<file path="src/rtl/password_enroll.sv">
// Purpose: enrol a 4-digit switch code by entering it twice; on a match, write it out with a strobe.
// Latency: a digit is accepted on the STABLE_CYCLES-th identical sample; the display and LEDs update one cycle later.
// Backpressure: none. The result is held for HOLD_CYCLES and Sw is ignored during that time.
module password_enroll #(
  parameter int STABLE_CYCLES = 2,
  parameter int HOLD_CYCLES   = 4
) (
  input  logic        clk,
  input  logic        rst,
  input  logic [9:0]  Sw,
  output logic [9:0]  leds_out,
  output logic [7:0]  seg0_out,
  output logic [7:0]  seg1_out,
  output logic [7:0]  seg2_out,
  output logic [7:0]  seg3_out,
  output logic [7:0]  seg4_out,
  output logic [15:0] pass_out,
  output logic        pass_wr
);

  localparam int RW = $clog2(STABLE_CYCLES + 1);
  localparam int HW = (HOLD_CYCLES > 1) ? $clog2(HOLD_CYCLES) : 1;
  localparam logic [7:0] SEG_BLANK = 8'hFF;

  typedef enum logic [1:0] {ENTER1, ENTER2, MATCH, MISMATCH} state_t;

  function automatic logic [7:0] seg_enc(input logic [3:0] d);
    case (d)
      4'd0: seg_enc = 8'hC0;
      4'd1: seg_enc = 8'hF9;
      4'd2: seg_enc = 8'hA4;
      4'd3: seg_enc = 8'hB0;
      4'd4: seg_enc = 8'h99;
      4'd5: seg_enc = 8'h92;
      4'd6: seg_enc = 8'h82;
      4'd7: seg_enc = 8'hF8;
      4'd8: seg_enc = 8'h80;
      4'd9: seg_enc = 8'h90;
      default: seg_enc = SEG_BLANK;
    endcase
  endfunction

  state_t          state, state_nxt;
  logic [9:0]      sw_q;
  logic [RW-1:0]   run_cnt, run_nxt;
  logic            acc_done;
  logic            same, ep_done, entering, accept, last_digit, codes_eq, leaving;
  logic [3:0]      digit;
  logic [1:0]      cnt;
  logic [15:0]     code_q, code_a, code_full;
  logic [HW-1:0]   hold_cnt;
  logic [7:0]      seg_q [4];

  // Episode tracking: run length of the current identical-sample run, and whether it already produced a digit.
  always_comb begin
    same     = (run_cnt != '0) && (Sw == sw_q);
    run_nxt  = RW'(1);
    if (same) run_nxt = (run_cnt == RW'(STABLE_CYCLES)) ? run_cnt : run_cnt + 1'b1;
    ep_done  = same && acc_done;
    entering = (state == ENTER1) || (state == ENTER2);
    accept   = entering && $onehot(Sw) && (run_nxt == RW'(STABLE_CYCLES)) && !ep_done;
    digit    = 4'd0;
    for (int i = 0; i < 10; i++) if (Sw[i]) digit = 4'(i);
    last_digit = accept && (cnt == 2'd3);
    code_full  = {code_q[11:0], digit};
    codes_eq   = (code_full == code_a);
    leaving    = (hold_cnt == HW'(HOLD_CYCLES - 1));
  end

  // Sampler registers; result states mark every episode consumed so held switches need a change after return.
  always_ff @(posedge clk) begin
    if (rst) begin
      sw_q     <= '0;
      run_cnt  <= '0;
      acc_done <= 1'b0;
    end else begin
      sw_q     <= Sw;
      run_cnt  <= run_nxt;
      acc_done <= entering ? (ep_done || accept) : 1'b1;
    end
  end

  // Next-state logic.
  always_comb begin
    state_nxt = state;
    case (state)
      ENTER1:   if (last_digit) state_nxt = ENTER2;
      ENTER2:   if (last_digit) state_nxt = codes_eq ? MATCH : MISMATCH;
      MATCH,
      MISMATCH: if (leaving) state_nxt = ENTER1;
      default:  state_nxt = ENTER1;
    endcase
  end

  // State register.
  always_ff @(posedge clk) begin
    if (rst) state <= ENTER1;
    else     state <= state_nxt;
  end

  // Digit collection, display shift register, result hold timer and enrolled-code output.
  always_ff @(posedge clk) begin
    if (rst) begin
      cnt      <= 2'd0;
      code_q   <= '0;
      code_a   <= '0;
      hold_cnt <= '0;
      pass_out <= '0;
      pass_wr  <= 1'b0;
      for (int i = 0; i < 4; i++) seg_q[i] <= SEG_BLANK;
    end else begin
      pass_wr <= 1'b0;
      if (accept) begin
        cnt      <= cnt + 2'd1;
        code_q   <= code_full;
        seg_q[0] <= seg_enc(digit);
        for (int i = 1; i < 4; i++) seg_q[i] <= seg_q[i-1];
      end
      if (last_digit) begin
        cnt      <= 2'd0;
        code_q   <= '0;
        hold_cnt <= '0;
        for (int i = 0; i < 4; i++) seg_q[i] <= SEG_BLANK;
        if (state == ENTER1) begin
          code_a <= code_full;
        end else if (codes_eq) begin
          pass_out <= code_a;
          pass_wr  <= 1'b1;
          for (int i = 0; i < 4; i++) seg_q[i] <= seg_enc(code_a[4*i +: 4]);
        end
      end
      if (!entering) begin
        hold_cnt <= hold_cnt + 1'b1;
        if (leaving) begin
          hold_cnt <= '0;
          for (int i = 0; i < 4; i++) seg_q[i] <= SEG_BLANK;
        end
      end
    end
  end

  // Phase indicator and status LEDs follow the registered state and digit count.
  always_comb begin
    leds_out = '0;
    case (cnt)
      2'd1:    leds_out[3:0] = 4'b0001;
      2'd2:    leds_out[3:0] = 4'b0011;
      2'd3:    leds_out[3:0] = 4'b0111;
      default: leds_out[3:0] = 4'b0000;
    endcase
    leds_out[4] = (state == ENTER2);
    leds_out[8] = (state == MISMATCH);
    leds_out[9] = (state == MATCH);
    case (state)
      ENTER1:   seg4_out = 8'hF9;
      ENTER2:   seg4_out = 8'hA4;
      MATCH:    seg4_out = 8'h8C;
      default:  seg4_out = 8'h86;
    endcase
    seg0_out = seg_q[0];
    seg1_out = seg_q[1];
    seg2_out = seg_q[2];
    seg3_out = seg_q[3];
  end

endmodule

</file>
<file path="config.mk">
export PLATFORM = sky130hd
export DESIGN_NAME = password_enroll
export DESIGN_NICKNAME = d
export VERILOG_FILES = /design/src/rtl/password_enroll.sv
export SDC_FILE = /design/constraint.sdc
export NUM_CORES = 1
export LEC_CHECK = 0
export CAP_MARGIN = 30
export CORE_UTILIZATION = 60
export CTS_CLUSTER_DIAMETER = 100
export DETAILED_ROUTE_END_ITERATION = 8
export PLACE_DENSITY = 0.86
export REMOVE_ABC_BUFFERS = 1
export SYNTH_ARGS = -nofsm -noshare
export SYNTH_HDL_FRONTEND = slang
export SYNTH_SLANG_ARGS = --single-unit
</file>
<file path="constraint.sdc">
create_clock -name clk -period 11.76 [get_ports clk]
set_input_delay 1.176 -clock clk [delete_from_list [all_inputs] [get_ports clk]]
set_output_delay 1.176 -clock clk [all_outputs]
set_load 0.1 [all_outputs]
</file>
==> results.yml, run 1 <==
outcome:
  status: "complete, no violations"
floorplanning:
  io_pins: 79
  die-area_sq_um: 10620
  die_w_um: 103.1
  rows: 36
  dieHeight_um: 103.1
  start_util_pct: 62.41
  core_region_area_sq_um: 9819
sta:
  hold_ws_ps: 463.2
  slew_headroom_pct: 32.02
  timing.fmax_mhz: 151.8
  finalCritPeriodShare_pct: 56.03
  fin_skew_ps: 13.64
  rsz0062_at_grt: "false"
  tns_ps: 0
  hold_violations: 0
  worst_pin_slew_ps: 1020
  finalCriticalPeriod_ps: 6589
  layout_setup_ws_ps: 5171
  final-setup-viol-count: 0
  drv_slew: 0
routing:
  routed_wl_mm: 15.23
  vias: 5279
  ant_nets: 0
  drc: 0
  wl_per_cell_um: 16.85
  drt_pass1_iterations: 5
  via_per_inst: 5.840
  drtIter0Drc: 423
setup_path:
  critical_path_class: "in -> reg"
  startpoint: "Sw[5]"
  end_kind: "register"
  rrSetupSlack_ps: 8050
  r2r_cells: 11
  r2r-start: "cnt[0]"
  startpoint_type: "input pin"
  critPathMaxFanout: 17
  crit_arrival_ps: 7060
  required_ps: 12240
clock_network:
  h-tree-depth: 4
  postCtsSetupBuffers: 0
  clock_latency_ps: 530
  clock-sinks: 120
  numCtsBuffers: 17
  clkTransAtPathRegs_ps: 70
  tritoncts: "built"
  clock_path_buffers: 2
  cts-resized-gates: 0
  hold_buffers: 0
  root_buffer: "clkbuf_8"
synthesis:
  ys_seq_area_share_pct: 41.49
  synthDistinctLibCells: 62
  synthesis.area_sq_um: 6128
  yosys_most_used_dff: "dfxtp_1"
  yosys_warnings: 0
  synth-edff-count: 14
  avgSynthCellArea_sq_um: 8.705
  synthArstFlopShare_pct: 0
  syn_inst: 704
  ys_seq_elements: 120
layout:
  final_cell_mix: "106 x dfxtp_1, 86 x a21oi_1, 69 x nor2_1"
  utilization_pct: 75.18
  syn_to_final_growth_pct: 20.46
  final_common_cell: "dfxtp_1"
  drive_gt1_share_pct: 7.393
  fin_nets: 808
  num_antenna_cells: 0
  instances_no_fill: 904
hold_path:
  hold_path_class: "reg -> reg"
  hp-start: "seg_q[3][5]"
global_route:
  grt_pass1_vias: 5249
  grt_max_degree: 98
  grt-ovfl-total: 0
  grt_pass1_wl_mm: 24.88
  globalRouteTotalUtil_pct: 30.91
  antenna_found_initial: 0
power:
  pwr-share-comb_pct: 8.6
  ir_drop_mv: 0.09265
  p_int_uw: 748.0
  power_density_nw_per_um2: 137.6
  p_clk_share_pct: 50.1
  p_sw_share_pct: 26.38
  sequentialPowerShare_pct: 41.3
  p_sw_uw: 268.1
  p_leak_nw: 3.034
run:
  maxCapViolCount: 0
place:
  portBuffers: 69
  dp.cells: 871
  gp_congestion: 0.9467
  pre_cts_ws_ps: 4596
  hpwl_mm: 10.36
## area by class of cell
cell class	count	area, sq um
Fill cell	737	2437
Multi-Input combinational cell	498	3182
Clock buffer	17	414.1
Tap cell	133	166.4
Timing Repair Buffer	75	738.2
Inverter	46	172.7
Sequential cell	120	2542
Clock inverter	15	166.4
## power groups by stage
stage	clock network, mW	logic [mW]	registers [mW]
5_1_grt	0.530	0.0969	0.419
3_3_place_gp	0	0.0815	0.428
6_report	0.509	0.0878	0.419
4_1_cts	0.510	0.0876	0.419
3_5_place_dp	0	0.0854	0.428
2_1_floorplan	0	0.0477	0.441
## metrics by stage
step	instance area, sq um	total power [mW]
floorplan	5892	0.4882
global placement	6787	0.5096
detailed placement	6787	0.5137
CTS	7367	1.017
global route	7382	1.046
finish	7382	1.016
## worst min path at each step
stage                              to  slack [ps]  cells past startpoint
final                     seg_q[3][5]         460                      2
after global routing      seg_q[3][5]         490                      2
after CTS                 seg_q[3][5]         470                      2
after detailed placement  seg_q[3][5]         450                      2
after global placement    seg_q[3][5]         450                      2
after floorplan           seg_q[2][0]         450                      2
## critical path: stages
cell and delay, ps:
clkdlybuf4s50_1 680, fa_1 470, fa_1 500, inv_1 50, fa_1 430, inv_1 70
ha_1 170, inv_1 60, fa_1 470, nand4b_1 100, a31oi_1 270, nor4b_1 720
nand2_1 600, nor2_1 220, a21oi_1 90, or2_2 340, ha_1 300, o21ai_0 180
o21a_1 150
## cell usage after synthesis (all sizes together) (2+ instances only)
library cell,count,area share (%)
o211ai,5,0.69
o221ai,2,0.29
nand2,52,3.5
nor3,35,3.2
edfxtp,14,6.9
nand3,27,2.2
o21a,4,0.49
a211oi,4,0.49
nor2,71,4.4
xor2,22,3.1
or2,2,0.20
nor2b,17,1.7
a21oi,86,7.0
a2bb2oi,2,0.29
fa,6,2.0
a31oi,5,0.51
o311ai,2,0.29
o31a,2,0.29
and3,4,0.41
buf,26,3.0
dfxtp,106,35
nand3b,2,0.24
mux2i,24,3.9
nand2b,6,0.61
clkbuf,21,1.3
nor4b,2,0.39
conb,2,0.12
o22ai,2,0.20
o2111a,2,0.37
o21ai,29,2.6
or3,11,1.1
or4b,2,0.39
o31ai,9,1.1
o211a,2,0.33
nor4,6,0.61
inv,46,2.8
a21boi,2,0.24
ha,32,6.5
## cells by family after synthesis
group	Yosys count	share of synthesized area (%)
AO/OA/AOI/OAI	162	15.86
AND/OR/NAND/NOR	241	19.54
buffers and inverters	93	7.105
multiplexers	25	4.104
adder cells (fa/ha/maj)	38	8.493
other	2	0.1225
XOR/XNOR	23	3.287
flip-flops	120	41.49
## metal layers
layer	GRT usage, %	wire (um)	share of wire (%)
met5	0	0	0
met4	16.25	504	3.3
met3	8.068	1077	7.1
met2	53.79	7636	50
met1	34.77	6012	39
No activity file was read; power rests on OpenSTA's default activity.
==> run 2: changes to the inputs <==
CORE_UTILIZATION = 56   (was 60)
PLACE_DENSITY = 0.81   (was 0.86)
clock period = 6.4 ns   (was 11.76 ns; I/O delays follow)
==> results.yml, run 2 (synthesis results as in run 1) <==
outcome:
  status: "complete, no violations"
floorplanning:
  core_region_area_sq_um: 10460
  dieHeight_um: 106.6
  rows: 37
  io_pins: 79
  start_util_pct: 58.57
  die_w_um: 106.6
  die-area_sq_um: 11370
layout:
  fin_nets: 813
  n_fill_cell: 843
  final_cell_mix: "106 x dfxtp_1, 86 x a21oi_1, 69 x nor2_1"
  num_antenna_cells: 0
  drive_gt1_share_pct: 8.119
  syn_to_final_growth_pct: 20.72
  final_area_sq_um: 7398
  final_common_cell: "dfxtp_1"
sta:
  layout_setup_ws_ps: 1026
  fin_skew_ps: 9.086
  finalCriticalPeriod_ps: 5374
  worst_pin_slew_ps: 980.4
  tns_ps: 0
  drv_slew: 0
  finalCritPeriodShare_pct: 83.96
  rsz0062_at_grt: "false"
  timing.fmax_mhz: 186.1
  final-setup-viol-count: 0
  hold_ws_ps: 466.9
  slew_headroom_pct: 34.44
  hold_violations: 0
clock_network:
  postCtsSetupBuffers: 0
  clock-sinks: 120
  numCtsBuffers: 17
  tritoncts: "built"
  cts-resized-gates: 0
  clock_path_buffers: 2
  root_buffer: "clkbuf_8"
  clkTransAtPathRegs_ps: 60
  clock_latency_ps: 530
  h-tree-depth: 4
  hold_buffers: 0
global_route:
  grt_use_met2_pct: 46.96
  grt_util_met3_pct: 5.289
  grt-busiest-layer: "met2"
  grt_max_degree: 79
  grt_pass1_wl_mm: 24.46
  globalRouteTotalUtil_pct: 27.59
  grt_use_met1_pct: 33.18
  antenna_found_initial: 0
  grt-ovfl-total: 0
  grt_pass1_vias: 5194
hold_path:
  hold_path_class: "reg -> reg"
run:
  maxCapViolCount: 0
power:
  pwr-share-comb_pct: 8.7
  sequentialPowerShare_pct: 42.6
  p_int_mw: 1.353
  p_clk_share_pct: 48.7
  p_sw_share_pct: 25.14
  p_leak_nw: 3.049
  power_density_nw_per_um2: 244.4
  p_sw_uw: 454.6
  ir_drop_mv: 0.1447
place:
  gp_congestion: 0.8943
  portBuffers: 69
  hpwl_mm: 10.56
  pre_cts_ws_ps: 505.5
  placedInstanceArea_sq_um: 6843
setup_path:
  end_kind: "register"
  crit_arrival_ps: 5770
  startpoint_type: "input pin"
  critical_path_class: "in -> reg"
  required_ps: 6800
  critPathMaxFanout: 12
routing:
  routed_wl_mm: 14.97
  vias: 5304
  drt_pass1_iterations: 6
  ant_nets: 0
  via_per_inst: 5.816
  drtIter0Drc: 401
  drc: 0
  wl_per_cell_um: 16.41
==> run 2: cell types whose count changed in the layout (fill, tap and decap cells not counted) <==
| cell | previous run | this run |
|---|---|---|
| clkinvlp_4 | 2 | 4 |
| clkinv_4 | 4 | 1 |
| inv_6 | 6 | 0 |
| clkinv_1 | 1 | 0 |
| buf_4 | 5 | 10 |
| clkinv_2 | 0 | 5 |
| clkbuf_8 | 1 | 4 |
| bufinv_16 | 2 | 1 |
| inv_4 | 0 | 1 |
==> run 2: power groups by stage <==
stage               clock [mW]  sequential [mW]  combinational, mW
global placement             0            0.787              0.151
detailed placement           0            0.787              0.156
floorplan                    0            0.810             0.0876
global route             0.921            0.771              0.173
finish                   0.880            0.771              0.157
CTS                      0.886            0.771              0.157
==> run 2: worst paths after layout <==
kind	startpoint	end	slack, ps	depth (start not counted)
worst max-delay path	Sw[5]	register	1030	18
worst min-delay path	seg_q[3][2]	seg_q[3][2]	470	2
worst max register to register	cnt[1]	register	3220	10
worst min register to register	seg_q[3][2]	seg_q[3][2]	470	2
==> run 2: critical path, stage by stage <==
cell and delay [ps]:
clkdlybuf4s50_1 670, fa_1 470, fa_1 490, inv_1 50, fa_1 430, inv_1 70
ha_1 160, inv_1 50, fa_1 470, nand4b_1 80, a31oi_1 210, or4b_4 540
nor2_2 120, buf_4 230, mux2i_1 580, inv_1 140, a21oi_1 240, a21oi_1 120
==> run 2: metal layers <==
layer  wire, um  part of all wire, %  vias to the layer above
li1           -                    -                     2531
met1       6323                   42                     2500
met2       7249                   48                      228
met3        911                  6.1                       45
met4        486                  3.2                        0
met5          0                    0                        -
==> run 2: area by class of cell <==
cell class | instances | area [sq um] | share of cell area, %
well taps | 136 | 170.2 | 2.300
clock buffers | 20 | 455.4 | 6.156
repair buffers | 80 | 775.7 | 10.49
multi-input cells | 498 | 3182 | 43.01
flip-flops and latches | 120 | 2542 | 34.36
clock inverters | 12 | 100.1 | 1.353
inverters | 46 | 172.7 | 2.334
==> run 2: per-stage QoR <==
step,power [mW],util [%],std cells
after global routing,1.864,70.71,912
after floorplan,0.8972,-,664
after global placement,0.9373,65.26,879
final,1.808,70.71,912
after detailed placement,0.9428,65.40,880
after CTS,1.814,70.71,912
==> run 3: changes to the inputs <==
CORE_UTILIZATION = 50   (was 56)
PLACE_DENSITY = 0.76   (was 0.81)
clock period = 4.6 ns   (was 6.4 ns; I/O delays follow)
==> results.yml, run 3 (synthesis results as in run 1) <==
outcome:
  status: "complete, no violations"
clock_network:
  clock-sinks: 120
  clock_path_buffers: 2
  numCtsBuffers: 17
  clock_latency_ps: 420
  clkTransAtPathRegs_ps: 60
  root_buffer: "clkbuf_16"
  h-tree-depth: 4
  tritoncts: "built"
layout:
  final_cell_mix: "106 x dfxtp_1, 79 x buf_4, 71 x a21oi_1"
  fin_nets: 892
  final_common_cell: "dfxtp_1"
  num_antenna_cells: 0
  utilization_pct: 70.31
  drive_gt1_share_pct: 23.39
  n_fill_cell: 852
  syn_to_final_growth_pct: 37.24
floorplanning:
  start_util_pct: 51.23
  dieHeight_um: 112.7
  rows: 40
  core_region_area_sq_um: 11960
  die-area_sq_um: 12700
  io_pins: 79
  die_w_um: 112.7
power:
  p_sw_uw: 644.9
  p_leak_nw: 3.559
  sequentialPowerShare_pct: 39.3
  p_sw_share_pct: 23.64
  p_int_mw: 2.083
  power_density_nw_per_um2: 324.3
  pwr-share-comb_pct: 9.6
  p_clk_share_pct: 51.1
  ir_drop_mv: 0.1961
sta:
  layout_setup_ws_ps: 37.07
  final-setup-viol-count: 0
  finalCriticalPeriod_ps: 4563
  hold_ws_ps: 442.7
  hold_violations: 0
  fin_skew_ps: 10.65
  slew_headroom_pct: 34.34
  worst_pin_slew_ps: 981.8
  finalCritPeriodShare_pct: 99.19
  drv_slew: 0
  rsz0062_at_grt: "true"
  timing.fmax_mhz: 219.2
global_route:
  grt-ovfl-total: 0
  globalRouteTotalUtil_pct: 26.66
  grt_pass1_wl_mm: 26.50
  grt_max_degree: 41
  antenna_found_initial: 0
  grt_pass1_vias: 5616
setup_path:
  path_buf_inv: 8
  r2r-start: "cnt[0]"
  end_kind: "register"
  cpMostUsedCell: "fa_1"
  critical_path_class: "in -> reg"
  r2r_cells: 12
  critPathMaxFanout: 5
  crit_arrival_ps: 4870
  crit_chain: "buf_8, fa_1, fa_1, inv_1, fa_1, inv_1, ha_2, inv_2, fa_1, nand4b_1, a31oi_2, or4b_4, nor2_4, buf_6, buf_8, mux2i_4, inv_2, buf_4, nor2_1, o22ai_1"
  cp_top_family: "adder cells"
  startpoint_type: "input pin"
  max_stage_delay_ps: 530
  required_ps: 4900
  rrSetupSlack_ps: 1810
  slowest_stage: "or4b_4"
hold_path:
  hold_path_class: "in -> reg"
  hp-start: "Sw[1]"
  hold-path-cell-count: 3
  holdPathEnd: "sw_q[1]"
routing:
  drt_pass1_iterations: 5
  vias: 5625
  via_per_inst: 5.614
  routed_wl_mm: 16.83
  drc: 0
  ant_nets: 0
  drtIter0Drc: 483
  wl_per_cell_um: 16.80
place:
  pre_cts_ws_ps: -824.7
  gp_congestion: 0.9101
  portBuffers: 69
  hpwl_mm: 11.70
run:
  maxCapViolCount: 0
run 3: changes by cell type in the layout (fill, tap and decap cells not counted), moves of 6 or more:
cell,delta
inv_2,+8
a21oi_1,-15
a21oi_2,+11
buf_6,+6
ha_2,+6
clkdlybuf4s50_1,-6
ha_1,-11
inv_1,-8
buf_4,+69
run 3: timing repair:
action,in CTS,in global routing
pin swaps,10,25
endpoints found under the setup margin,30,32
setup buffers,1,6
resized for setup,37,68
hold buffers,0,0
run 3: worst register-to-register path, delay by kind of cell (launching register included):
family | cells | cell delay [ps]
buffers and inverters | 5 | 820
adder cells (fa/ha/maj) | 1 | 200
flip-flops | 1 | 380
multiplexers | 1 | 250
AND/OR/NAND/NOR | 4 | 930
AO/OA/AOI/OAI | 1 | 100
run 3: power groups by stage:
| stage | sequential, mW | clock [mW] | combinational, mW |
|---|---|---|---|
| after floorplan | 1.13 | 0 | 0.122 |
| after global placement | 1.09 | 0 | 0.229 |
| after detailed placement | 1.09 | 0 | 0.238 |
| after CTS | 1.07 | 1.41 | 0.243 |
| after global routing | 1.07 | 1.46 | 0.280 |
| final | 1.07 | 1.39 | 0.261 |
run 3: layout make-up:
type	count	area [sq um]	share of cell area [%]
clock buffer	22	464.2	5.519
clock inverter	10	150.1	1.785
inverter	46	172.7	2.053
multi-input combinational	498	3476	41.33
sequential	120	2542	30.23
tap	147	183.9	2.187
timing repair buffer	159	1421	16.90
run 3: per-stage QoR:
stage / cells / total power [mW] / cell area [sq um] / setup TNS [ps]
4_1_cts: 996 / 2.721 / 8143 / 0
3_5_place_dp: 963 / 1.333 / 7427 / -34450
6_report: 1002 / 2.728 / 8411 / 0
2_1_floorplan: 664 / 1.248 / 5892 / -18800
5_1_grt: 1002 / 2.814 / 8411 / -1853
3_3_place_gp: 963 / 1.324 / 7427 / -24940
run 3: metal layers:
layer / track usage [%] / share of wire [%] / up-vias
met5: 0 / 0 / -
met4: 12.18 / 2.2 / 0
met3: 6.160 / 6.2 / 44
met2: 47.45 / 52 / 237
met1: 30.38 / 40 / 2655
li1: - / - / 2689
run 3: how the worst max path moves through the flow:
stage | startpoint | endpoint | slack, ps | cells past startpoint
6_report | Sw[0] | register | 40 | 20
2_1_floorplan | state[1] | register | -670 | 8
4_1_cts | Sw[9] | register | 5 | 19
3_5_place_dp | Sw[1] | register | -820 | 19
3_3_place_gp | Sw[0] | register | -650 | 20
5_1_grt | Sw[0] | register | -110 | 19
